**src/rtl/mem_arbiter_pkg.sv**
```systemverilog
`default_nettype none
// ============================================================================
// mem_arbiter_pkg
// Shared definitions for the two-master RAM arbiter: FSM state encoding,
// master identifiers and the latency counter width.
// Revision: 1.0 - initial release
// ============================================================================
package mem_arbiter_pkg;

   // FSM state encoding
   localparam logic [1:0] ST_IDLE   = 2'd0;
   localparam logic [1:0] ST_ACCESS = 2'd1;
   localparam logic [1:0] ST_WAIT   = 2'd2;
   localparam logic [1:0] ST_DONE   = 2'd3;

   typedef enum logic [1:0] {
      S_IDLE   = ST_IDLE,
      S_ACCESS = ST_ACCESS,
      S_WAIT   = ST_WAIT,
      S_DONE   = ST_DONE
   } state_t;

   // Master identifiers, also used as gnt_id / last_gnt values
   localparam logic M_CPU = 1'b0;
   localparam logic M_LDR = 1'b1;

   // Wide enough for the largest legal read latency (7)
   localparam int CNT_W = 3;

endpackage
`default_nettype wire

```
**src/rtl/mem_arb_rr2.sv**
```systemverilog
`default_nettype none
// ============================================================================
// mem_arb_rr2
// Combinational two-way round-robin picker.
// Ports:
//   req[1:0]  request vector, bit index = master ID
//   last_gnt  master granted most recently
//   valid     at least one request present
//   winner    ID of the selected master (meaningful only when valid)
// Revision: 1.0 - initial release
// ============================================================================
module mem_arb_rr2
   import mem_arbiter_pkg::*;
(
   input  logic [1:0] req,
   input  logic       last_gnt,
   output logic       valid,
   output logic       winner
);

   always_comb begin
      valid  = |req;
      winner = M_CPU;
      if (&req) begin
         // Tie: the master that did not win last time goes first
         winner = ~last_gnt;
      end else if (req[M_LDR]) begin
         winner = M_LDR;
      end
   end

endmodule
`default_nettype wire

```
**src/rtl/mem_arbiter.sv**
```systemverilog
`default_nettype none
// ============================================================================
// mem_arbiter
// Round-robin arbiter giving the CPU (m0) and loader (m1) access to a single
// port synchronous RAM. One read or write per req/ack handshake; every access
// takes IDLE -> ACCESS -> WAIT (RAM_LAT cycles) -> DONE, with ack in DONE.
// Ports:
//   clk_qzt, reset            clock, asynchronous active-high reset
//   m*_req/we/addr/wdata      master request bus (held until ack)
//   m*_ack, m*_rdata          one-cycle completion pulse, registered read data
//   ram_addr/wdata/we/rdata   RAM macro interface
//   busy, gnt_id              FSM not idle, current/last granted master
// Revision: 1.0 - initial release
// ============================================================================
module mem_arbiter
   import mem_arbiter_pkg::*;
#(
   parameter int ADDR_W  = 8,
   parameter int DATA_W  = 8,
   parameter int RAM_LAT = 1
)(
   input  logic              clk_qzt,
   input  logic              reset,
   input  logic              m0_req,
   input  logic              m0_we,
   input  logic [ADDR_W-1:0] m0_addr,
   input  logic [DATA_W-1:0] m0_wdata,
   output logic              m0_ack,
   output logic [DATA_W-1:0] m0_rdata,
   input  logic              m1_req,
   input  logic              m1_we,
   input  logic [ADDR_W-1:0] m1_addr,
   input  logic [DATA_W-1:0] m1_wdata,
   output logic              m1_ack,
   output logic [DATA_W-1:0] m1_rdata,
   output logic [ADDR_W-1:0] ram_addr,
   output logic [DATA_W-1:0] ram_wdata,
   output logic              ram_we,
   input  logic [DATA_W-1:0] ram_rdata,
   output logic              busy,
   output logic              gnt_id
);

   localparam logic [CNT_W-1:0] LAT_LOAD = CNT_W'(RAM_LAT);

   state_t           state;
   logic [CNT_W-1:0] cnt;
   logic             last_gnt;
   logic             cur_we;     // direction of the transaction in flight
   logic             pick_valid;
   logic             pick_winner;

   mem_arb_rr2 u_pick (
      .req      ({m1_req, m0_req}),
      .last_gnt (last_gnt),
      .valid    (pick_valid),
      .winner   (pick_winner)
   );

   assign busy = (state != S_IDLE);

   always_ff @(posedge clk_qzt or posedge reset) begin
      if (reset) begin
         state     <= S_IDLE;
         cnt       <= '0;
         last_gnt  <= M_LDR;    // so the CPU wins the first tie
         gnt_id    <= M_CPU;
         cur_we    <= 1'b0;
         ram_addr  <= '0;
         ram_wdata <= '0;
         ram_we    <= 1'b0;
         m0_ack    <= 1'b0;
         m1_ack    <= 1'b0;
         m0_rdata  <= '0;
         m1_rdata  <= '0;
      end else begin
         case (state)
            S_IDLE: begin
               if (pick_valid) begin
                  gnt_id   <= pick_winner;
                  last_gnt <= pick_winner;
                  if (pick_winner == M_LDR) begin
                     ram_addr  <= m1_addr;
                     ram_wdata <= m1_wdata;
                     ram_we    <= m1_we;
                     cur_we    <= m1_we;
                  end else begin
                     ram_addr  <= m0_addr;
                     ram_wdata <= m0_wdata;
                     ram_we    <= m0_we;
                     cur_we    <= m0_we;
                  end
                  state <= S_ACCESS;
               end
            end
            S_ACCESS: begin
               // Write strobe lives for the ACCESS cycle only
               ram_we <= 1'b0;
               cnt    <= LAT_LOAD;
               state  <= S_WAIT;
            end
            S_WAIT: begin
               cnt <= cnt - CNT_W'(1);
               // Count of 1 marks the cycle in which ram_rdata is valid
               if (cnt == CNT_W'(1)) begin
                  if (gnt_id == M_LDR) begin
                     m1_ack <= 1'b1;
                     if (!cur_we) m1_rdata <= ram_rdata;
                  end else begin
                     m0_ack <= 1'b1;
                     if (!cur_we) m0_rdata <= ram_rdata;
                  end
                  state <= S_DONE;
               end
            end
            S_DONE: begin
               m0_ack <= 1'b0;
               m1_ack <= 1'b0;
               state  <= S_IDLE;
            end
            default: state <= S_IDLE;
         endcase
      end
   end

endmodule
`default_nettype wire

```
**config.mk**
```make
export PLATFORM = sky130hd
export DESIGN_NAME = mem_arbiter
export DESIGN_NICKNAME = d
export VERILOG_FILES = /design/src/rtl/mem_arbiter_pkg.sv /design/src/rtl/mem_arb_rr2.sv /design/src/rtl/mem_arbiter.sv
export SDC_FILE = /design/constraint.sdc
export NUM_CORES = 1
export LEC_CHECK = 0
export BUFFER_PORTS_ARGS = -buffer_cell sky130_fd_sc_hd__buf_4
export CAP_MARGIN = 20
export CORE_MARGIN = 5
export CORE_UTILIZATION = 48
export CTS_BUF_LIST = sky130_fd_sc_hd__clkbuf_16
export DETAILED_ROUTE_END_ITERATION = 12
export GPL_TIMING_DRIVEN = 0
export PLACE_DENSITY = 0.86
export SLEW_MARGIN = 20
export SYNTH_ARGS = -nofsm -noshare
export SYNTH_HDL_FRONTEND = slang
export SYNTH_SLANG_ARGS = --single-unit
```
**constraint.sdc**
```tcl
create_clock -name clk_qzt -period 2.5 [get_ports clk_qzt]
set_clock_uncertainty 0.05 [all_clocks]
set_input_delay 0.5 -clock clk_qzt [delete_from_list [all_inputs] [get_ports clk_qzt]]
set_output_delay 0.5 -clock clk_qzt [all_outputs]
set_load 0.01 [all_outputs]
```
# Word-level counts from Yosys, hierarchy flattened
# Cells that the tools add are included.
# W data, S select, Z words.
# op_classes
n_mux	17
bitwise_logic	3
n_reduce_logical	14
n_eq_ne	8
addsub	1
# op_table
op	n
$mux W8	2
$mux W1	8
$ne A2 B2 Y1 const B	4
$pmux W2 S4	1
$reduce_and A2 Y1	4
$reduce_and A4 Y1	2
$reduce_bool A2 Y1	4
$pmux W1 S2	3
$pmux W3 S2	1
$reduce_and A3 Y1	2
$eq A2 B2 Y1 const B	2
$mux W2	2
$eq A3 B1 Y1 const B	1
$not A1 Y1	3
$sub A3 B1 Y3 const B	1
$eq A2 B1 Y1 const B	1
$logic_not A2 Y1	1
$reduce_or A2 Y1	1
# word_totals
in_bits	46
ff_bits	43
elab_cells	55

# Longest topological paths before layout
# Gate-level depths: netlist (run 1).
# depth
word_depth	5
ltp_mapped	8

# By module
# A second synthesis (run 1) with hierarchy kept.
# unflattened
hier_cells	166
area_unflattened_um2	2019.4
# modules_own_cells
mod	area_per_inst_um2	cells_per_inst	seq_area_each_um2	instances
mem_arbiter	2005.7	164	1077.3	1
mem_arb_rr2	13.8	2	0.0	1

# Least setup slack after synthesis (run 1)
# No wires, ideal clock.
# synth_timing
kind	register to register
startpoint	reg state[0]
endpoint	reg m0_rdata[0]
setup_ps	125
setup_slack_ps	759
path_stages_with_launch	8
arrival_ps	1566
path_cell_list	dfrtp_1 -> inv_1 -> ha_1 -> buf_6 -> nor2b_4 -> and4bb_1 -> buf_6 -> mux2_4
# synth_via
elab_chain_len	2
# synth_rtl
item	line_no	rtl
start: declaration	mem_arbiter.sv:46	state_t state;
start signal: assignment	mem_arbiter.sv:64	state <= S_IDLE;
start signal: assignment	mem_arbiter.sv:93	state <= S_ACCESS;
start signal: assignment	mem_arbiter.sv:100	state <= S_WAIT;
$eq A2 B2 Y1	mem_arbiter.sv:77	case (state)
$reduce_and A4 Y1 (no line)	--	
end signal: assignment	mem_arbiter.sv:111	if (!cur_we) m0_rdata <= ram_rdata;
end: declaration	mem_arbiter.sv:29	output logic [DATA_W-1:0] m0_rdata,
# No other way between the ends.
# A chain may end at the register's enable or synchronous reset.

# Worst setup path in the final report (run 1)
# layout_timing
startpoint	reg state[0]
endpoint	out busy
# layout_via
elab_chain_len	1
# layout_rtl
item	line_no	rtl
$reduce_bool A2 Y1	mem_arbiter.sv:60	assign busy = (state != S_IDLE);
end: declaration	mem_arbiter.sv:40	output logic busy,
# No other way between the ends.

==> results of run 1 <==
-- flip-flops by register name, summed over array words and instances, names as in the netlist --
register and count:
m0_ack 1, m1_rdata 8, gnt_id 1, cnt 3
last_gnt 1, cur_we 1, m0_rdata 8, m1_ack 1
ram_wdata 8, ram_we 1, state 2, ram_addr 8
-- metal layers --
metal / global-route usage / part of all wire
met1: 0.204 / 0.38
met2: 0.328 / 0.52
met3: 0.0660 / 0.093
met4: 0.0621 / 0.011
met5: 0 / 0
-- metrics by stage --
stage	power, W	setup WS [ps]	instance area [µm²]	hold slack, ps	utilization
final	0.00367	575	2890	157	0.708
after global routing	0.00393	498	2890	190	0.708
after CTS	0.00371	555	2890	168	0.708
after detailed placement	0.00308	639	2750	445	0.673
after global placement	0.00300	368	2730	439	0.668
after floorplan	0.00231	759	2060	450	-
-- worst register-to-register path: stages, from the launching register on --
cell      delay (ps)
dfrtp_1          420
inv_1            100
ha_1             160
buf_6            130
nor2b_4          190
and4bb_1         230
buf_6            170
mux2_4           310
-- cell usage in the layout, fill, tap and decap left out, types with 4 or more instances in the layout --
cell type	instances
buf_4	81
dfrtp_1	42
a21oi_1	33
nand2_1	20
nor2_1	18
mux2_2	9
mux2_4	8
inv_1	7
ha_1	7
buf_2	6
clkbuf_16	5
buf_6	4
-- worst min path at each step --
stage | start | to | slack (ps)
2_1_floorplan | cnt[0] | cnt[0] | 450
3_3_place_gp | m1_rdata[2] | m1_rdata[2] | 440
3_5_place_dp | m0_rdata[2] | m0_rdata[2] | 450
4_1_cts | reset | m0_ack | 170
5_1_grt | reset | m0_ack | 190
6_report | reset | m0_ack | 160
-- cell families (layout without fill, tap and decap cells) --
family | count (synthesis) | count (layout) | share of synthesized area
buf+inv | 17 | 107 | 0.0492
simple gates | 50 | 50 | 0.126
flops | 43 | 43 | 0.523
mux | 17 | 17 | 0.108
compound gates | 51 | 51 | 0.152
fa+ha+maj | 7 | 7 | 0.0425
-- where the power goes --
| part | internal, W | leakage, nW | switching, W |
|---|---|---|---|
| combinational | 0.000947 | 0.863 | 0.000804 |
| sequential | 0.00105 | 0.497 | 0.000244 |
| clock | 0.000364 | 0.0710 | 0.000257 |
-- synth_stat cells --
| master | count |
|---|---|
| buf_2 | 6 |
| o31a_1 | 1 |
| nand2_1 | 20 |
| o21ai_2 | 1 |
| and2b_2 | 1 |
| nand2b_1 | 3 |
| o22ai_1 | 1 |
| nand3b_1 | 1 |
| dfrtp_1 | 42 |
| a21bo_2 | 1 |
| o22a_2 | 1 |
| mux2_2 | 9 |
| o21ai_0 | 3 |
| a32o_1 | 1 |
| o21a_1 | 2 |
| nor4bb_1 | 1 |
| a22oi_1 | 1 |
| nand3_1 | 2 |
| buf_6 | 4 |
| ha_1 | 7 |
| o311ai_0 | 1 |
| dfstp_2 | 1 |
| nor2_1 | 18 |
| a31oi_1 | 3 |
| mux2_4 | 8 |
| nor2b_4 | 1 |
| nand4b_4 | 1 |
| and4bb_1 | 1 |
| a21boi_4 | 1 |
| nand4bb_1 | 1 |
| a21oi_1 | 33 |
| inv_1 | 7 |
| o311a_1 | 1 |
-- final cells by class --
cell class,instances,area share
sequential,43,0.373
multi-input combinational,125,0.305
timing repair buffer,82,0.217
clock buffer,5,0.0433
buffer,10,0.0260
tap,50,0.0216
inverter,7,0.00909
clock inverter,3,0.00563
==> impl.org, run 1 <==
** Worst setup path
- CP endpoint kind :: primary output
- Of all nets on the critical path, the largest fanout is 8.
- CP max stage cell :: dfrtp_1
- STA classifies the critical path startpoint as a flip-flop.
- Peak per-stage delay on the critical path :: approximately 410 ps
- Buffers & Inverters on Critical Path :: 4
- End point of the critical path :: busy
- Most prevalent standard cell on the critical path :: inv_1
- Largest delay share family, worst path :: buffers and inverters
- Tracing the worst setup path back leads to its startpoint at state[0].
- Worst setup slack for register-to-register paths :: 630 ps
- Required time at the endpoint of the critical path :: 1950 ps
- The endpoint identified for the worst register-to-register timing path is m0_rdata[4].
- In this run the number of cells on the critical path is 5.
- Length in cells of the worst reg-to-reg path :: 7
- Walking the worst path, the cells encountered are inv_1, ha_1, buf_2, inv_1, buf_4.
- Crit path kind :: reg2out
- Arr. time, crit path :: roughly 1400 ps
- Reg2Reg Launch Point :: state[0]

** Logic synthesis
- Counting every net in the synthesized netlist gives between 200 and 250.
- Sequential fraction of the synthesis area :: 0.523
- Synthesis Warnings :: 0
- Largest area contributor in the netlist :: dfrtp_1
- Ranked by total cell area, the synthesized netlist is headed by dfrtp_1 (51%), a21oi_1 (8.0%), mux2_4 (5.8%), mux2_2 (4.9%), ha_1 (4.3%).
- Number of register bits inferred by synthesis :: 43
- Counting every instance in the synthesized netlist gives between 150 and 200.
- Post-Syn Area per Cell :: ~11 µm²
- Distinct cell type count after synthesis :: 33
- Cell area after technology mapping :: ~0.0021 mm²
- Portion of synthesized cell area occupied by the leading cell type :: 0.510

** Cells and area
- Relative to the synthesized area, the layout overhead comes to 40.4%.
- Fraction of layout instances using a drive strength above 1 :: 0.455
- Number of cells in the finished layout apart from fillers :: 325
- After the last flow step, the layout net total stands at approximately 330.
- Registers take between 0.001 and 0.0015 mm².
- Area occupied by multi-input gates :: 881 µm²
- Ant diodes :: 0
- The filler cells instantiated in the layout total around 310.

** Floorplanning
- In this run the core area contains 23 standard-cell rows.
- Die outline area :: between 0.005 and 0.006 mm²
- Die width :: about 76 µm
- The initial utilization of the core area, before any placement, comes to 0.504.
- In this run the vertical extent of the chip is about 76 µm.
- Floorplan Core Area :: 0.00409 mm²
- For this design the top-level I/O count stands at 83.

** Global routing
- The number of global-route vias before repair came to about 1800.
- Initial antenna violation count :: 0
- For this run, the total global-route usage over all layers was measured as 0.184.
- The first global-routing pass estimated about 7.9 mm of wire.
- After global routing the overflow that remains totals 0.
- Pin count of the biggest net entering global routing :: 27

** Placed design
- Post-DP HPWL :: roughly 3.8 mm
- Buffers placed on the I/O ports in this run total slightly above 80.
- Counting tap cells, the placed design contains a total of approximately 320 instances.
- At the end of routability-driven placement, the weighted congestion stood at ~0.75.

** CTS
- CTS Hold Bufs :: 0
- The clock net in this run drives a total of 43 sinks.
- Number of buffers on the longest clock path :: 2
- Count of H-tree levels built during CTS :: 2
- TritonCTS built the clock tree.
- Post CTS Setup Buffer Count :: 0
- Total clock buffers created by CTS :: 5
- Clock-pin slew was measured on the worst setup and hold paths at 60 ps.
- Post-CTS repair changed the size of 0 cells.
- At the later pin of the worst-skew pair, clock insertion delay measures about 280 ps.
- Clk root buf :: clkbuf_16

** STA
- The count of endpoints failing hold in the final timing report came to 0.
- Ratio of final minimum period to clock period :: 0.770
- Setup total negative slack :: 0 ps
- The total count of max-transition violations in the final report came to 0.
- At the pin with the least slew margin, the transition time is ~390 ps.
- Setup violations remaining at the end of the flow were counted as 0.
- Remaining max-slew budget at the tightest pin :: 0.737
- Subtracting the final worst setup slack from the clock period gives about 1900 ps.
- RSZ-0062 raised after global routing :: false
- Achievable Freq :: 0.520 GHz

** Routing
- Summing over every cut layer, the via total after detailed routing is about 1700.
- After detailed routing, the number of vias per cell comes to around 5.2.
- The count of nets left with antenna violations once routing finished came out at 0.
- Total Wirelength :: around 5 mm
- After detailed routing, the number of remaining DRC violations is 0.
- Number of DRC markers in iteration 0 :: about 70
- Post-detailed-route wirelength per cell :: 15.3 µm
- First drt pass iteration count :: 4

** Power
- PD cells :: around 1300 mW/mm²
- Pleak :: 1.43 nW
- Across the VDD grid, the largest voltage drop is around 750 µV.

** Worst hold path
- Worst hold path class :: in2async

** Flow run
- The tool flagged a number of max-cap violations equal to 0.

** Status
- The flow ran to the end, and the final reports show no timing, DRC or antenna violations.
Note: power is estimated with default switching activity, not from simulation.
==> inputs of run 2 (changes only) <==
Settings changed: ABC_AREA set to 1.
Clock period 2.5 ns to 1.8 ns, I/O delays scaled along.
==> run 2 against run 1 <==
Effect of this change: critical endpoint unchanged; clock power increased by 84%; wire length increased by 2.0%; sequential power increased by 34%; design area increased by 4.4%; critical path type unchanged; worst hold slack got worse by 100 ps; final cell count increased by 23%; largest cell class unchanged; utilization decreased by 0.97 points.
==> impl.org, run 2 <==
** Global routing
- For this run, global-route usage on met3 was measured as 0.0319.
- Global-route congestion overflow total :: 0
- Number of global-route vias before repair :: between 1500 and 2000
- First-pass GRT wire length :: between 8 and 9 mm
- For met1 alone, demand over resource in global routing was 0.222.
- met2 is the most crowded layer.
- Initial antenna violation count :: 0
- Met2 capacity usage during global routing :: 0.306
- Entering global routing, the biggest net connects 24 pins.
- For this run, the total global-route usage over all layers was measured as 0.178.

** Worst setup path
- Most prevalent standard cell on the critical path :: inv_1
- Endpoint of the worst register-to-register path :: m1_rdata[1]
- Required time at the endpoint of the critical path :: 1390 ps
- Grouping stages by cell kind, the critical path spends the most delay in flip-flops.
- The critical path in this run is classified as reg2out.
- In this run the critical register-to-register path is launched from state[0].
- At the worst endpoint, the arrival time is roughly 1300 ps.
- The most critical setup path has its startpoint at state[1].
- Buffers & Inverters on Critical Path :: 3
- CP endpoint kind :: primary output
- For this run, the slowest stage of the critical path takes 430 ps.
- The setup check on the worst reg-to-reg path leaves a slack of 190 ps.
- Along the worst path, the maximum fanout reaches 5.
- CP max stage cell :: dfrtp_1
- Length in cells of the worst reg-to-reg path :: 8
- The critical path goes through inv_1, ha_2, inv_1, buf_4.
- STA classifies the critical path startpoint as a flip-flop.

** Logic synthesis
- Synthesis Warnings :: 0
- The synthesized design contains 43 register bits.
- Async set-or-reset flop fraction in the synthesized netlist :: 1.00
- dfrtp_1 takes more of the synthesized area than any other cell.
- Counting flops with a built-in enable in the synthesized netlist gives 0.
- Primary flip-flop cell chosen by synthesis mapping :: dfrtp_1
- For this run, the register share of the synthesized area comes to 0.509.
- Cell area after technology mapping :: 0.00212 mm²
- Synthesis produced a netlist with a net count of about 310.
- Counting every instance in the synthesized netlist gives ~260.
- Distinct cell type count after synthesis :: 22
- Most used standard cell by instance count after synthesis :: nand2_1
- Portion of synthesized cell area occupied by the leading cell type :: 0.497
- Ranked by total cell area, the synthesized netlist is headed by dfrtp_1 (50%), nand2_1 (24%), o21ai_2 (7.0%), ha_1 (4.1%), inv_1 (3.5%).
- A synthesized cell averages approximately 8.3 µm².
- In the synthesized netlist, the cells that appear most often are nand2_1 (134), dfrtp_1 (42), inv_1 (20).

** CTS
- After clock tree synthesis, the setup repair step added 0 buffers.
- Clock input transition at the sequential cells of the worst setup and hold paths :: approximately 60 ps
- Buffers inserted to repair hold after CTS numbered 0.
- Total clock buffers created by CTS :: 5
- Clock tree from TritonCTS :: done
- Clk root buf :: clkbuf_16
- The clock passes through at most 2 buffers.
- The clock drives 43 sinks.
- Clock Latency Late Sink :: 270 ps
- The H-tree generated during clock tree synthesis spans 2 levels.

** Status
- The run finished with clean final reports.

** Placed design
- Placement Cell Area :: 0.00282 mm²
- Final weighted congestion in routability-driven placement :: ~0.79
- Inst Count DP :: roughly 390
- Detailed placement ended at an HPWL of a little under 4 mm.
- At the placement stage, the worst setup path has a slack of roughly 140 ps.
- In this run the tool buffered the top-level ports with between 80 and 90 buffer cells.

** Cells and area
- Commonest non-fill, non-tap cells in the layout :: nand2_1 (134), buf_4 (83), dfrtp_1 (42)
- Area growth from synthesis to layout :: 42.6%
- Fraction of layout instances using a drive strength above 1 :: 0.369
- Ant diodes :: 0
- The count of cells in the finished layout, fillers not included, comes to 399.
- Once layout is done, the placed cells without fillers occupy 0.00302 mm².
- The library cell used most frequently in the layout, excluding fill and tap cells, is nand2_1.
- After the last flow step, the layout net total stands at ~400.

** Floorplanning
- The die is between 70 and 80 µm tall.
- Die width :: around 76 µm
- Die outline area :: 0.00584 mm²
- Top Ports :: 83
- After floorplanning, the core was divided into 24 placement rows.
- The region available for standard cell placement spans between 0.004 and 0.005 mm².
- Initial standard-cell utilization of the core :: 0.489

** Power
- The worst-case IR drop observed on VDD is roughly 930 µV.
- After layout, the design draws a total of ~0.0052 W.
- For this design the ratio of total power to cell area is between 1500 and 2000 mW/mm².
- Pleak :: approximately 1.7 nW

** Routing
- In this run the remaining antenna-violating nets after routing total 0.
- In the routed layout, each cell is associated on average with a via count of ~4.7.
- The first detailed-routing pass ran for 4 iterations.
- Via total after detailed routing :: approximately 1900
- DRC violations left :: 0
- Total Wirelength :: approximately 5.1 mm
- Number of DRC markers in iteration 0 :: ~120
- Dividing the detail-routed wire length by the instance count gives ~13 µm.

** STA
- Number of endpoints with negative hold slack in the final report :: 0
- For the pin with the worst max-slew slack, the measured transition is between 400 and 500 ps.
- Post-layout minimum cycle time :: about 1700 ps
- After layout, the worst setup slack is 123 ps.
- Achievable Freq :: 0.596 GHz
- Number of setup violations in the final report :: 0
- Ratio of final minimum period to clock period :: 0.932
- Setup repair after global routing left no endpoint under its margin.
- Number of max-slew violations in the final report :: 0
- Hold_ws :: about 53 ps
- Remaining max-slew budget at the tightest pin :: 0.686

** Flow run
- Across the run, the number of max-cap violations was 0.

** Worst hold path
- Worst hold path class :: in2async
==> run 2: worst max path at each step <==
stage                     slack, ps  cells after the start     endpoint
after floorplan                 360                      8  m0_rdata[3]
after global placement         -180                      2  ram_addr[7]
after detailed placement        140                      8  m1_rdata[1]
after CTS                        70                      4         busy
after global routing             40                      8  m1_rdata[1]
final                           120                      4         busy
==> run 2: through the flow <==
step	util	setup TNS, ps
3_3_place_gp	0.647	-7440
2_1_floorplan	-	0
3_5_place_dp	0.653	0
5_1_grt	0.698	0
4_1_cts	0.697	0
6_report	0.698	0
==> run 2: area by class of cell <==
type	instances	area (µm²)
timing repair buffer	83	643
multi-input combinational	183	901
tap	52	65.1
sequential	43	1080
clock inverter	3	63.8
buffer	7	56.3
clock buffer	5	125
fill	361	1310
inverter	23	86.3
==> run 2: logic make-up (layout without fill, tap and decap cells) <==
logic type	Yosys count	after routing	synth area share
and+or+nand+nor	148	148	0.282
xor gates and xnor gates	1	1	0.00414
buffers and inverters	30	121	0.0674
AOI/OAI and AO/OA	27	27	0.0958
adders and majority gates	7	7	0.0414
DFF	43	43	0.509
==> run 2: per-layer routing <==
metal	part of all wire	vias to the layer above
li1	-	962
met1	0.42	862
met2	0.52	45
met3	0.046	10
met4	0.021	0
met5	0	-
==> run 2: what timing repair did <==
item                       in CTS  in global routing
gates resized for setup         0                  2
hold endpoints to repair        0                  0
setup endpoints to repair       0                  2
==> run 2: where the power goes <==
group / internal (W) / switching [W] / total (W)
clock: 0.000789 / 0.000347 / 0.00114
sequential: 0.00144 / 0.000299 / 0.00174
combinational: 0.00109 / 0.00128 / 0.00237
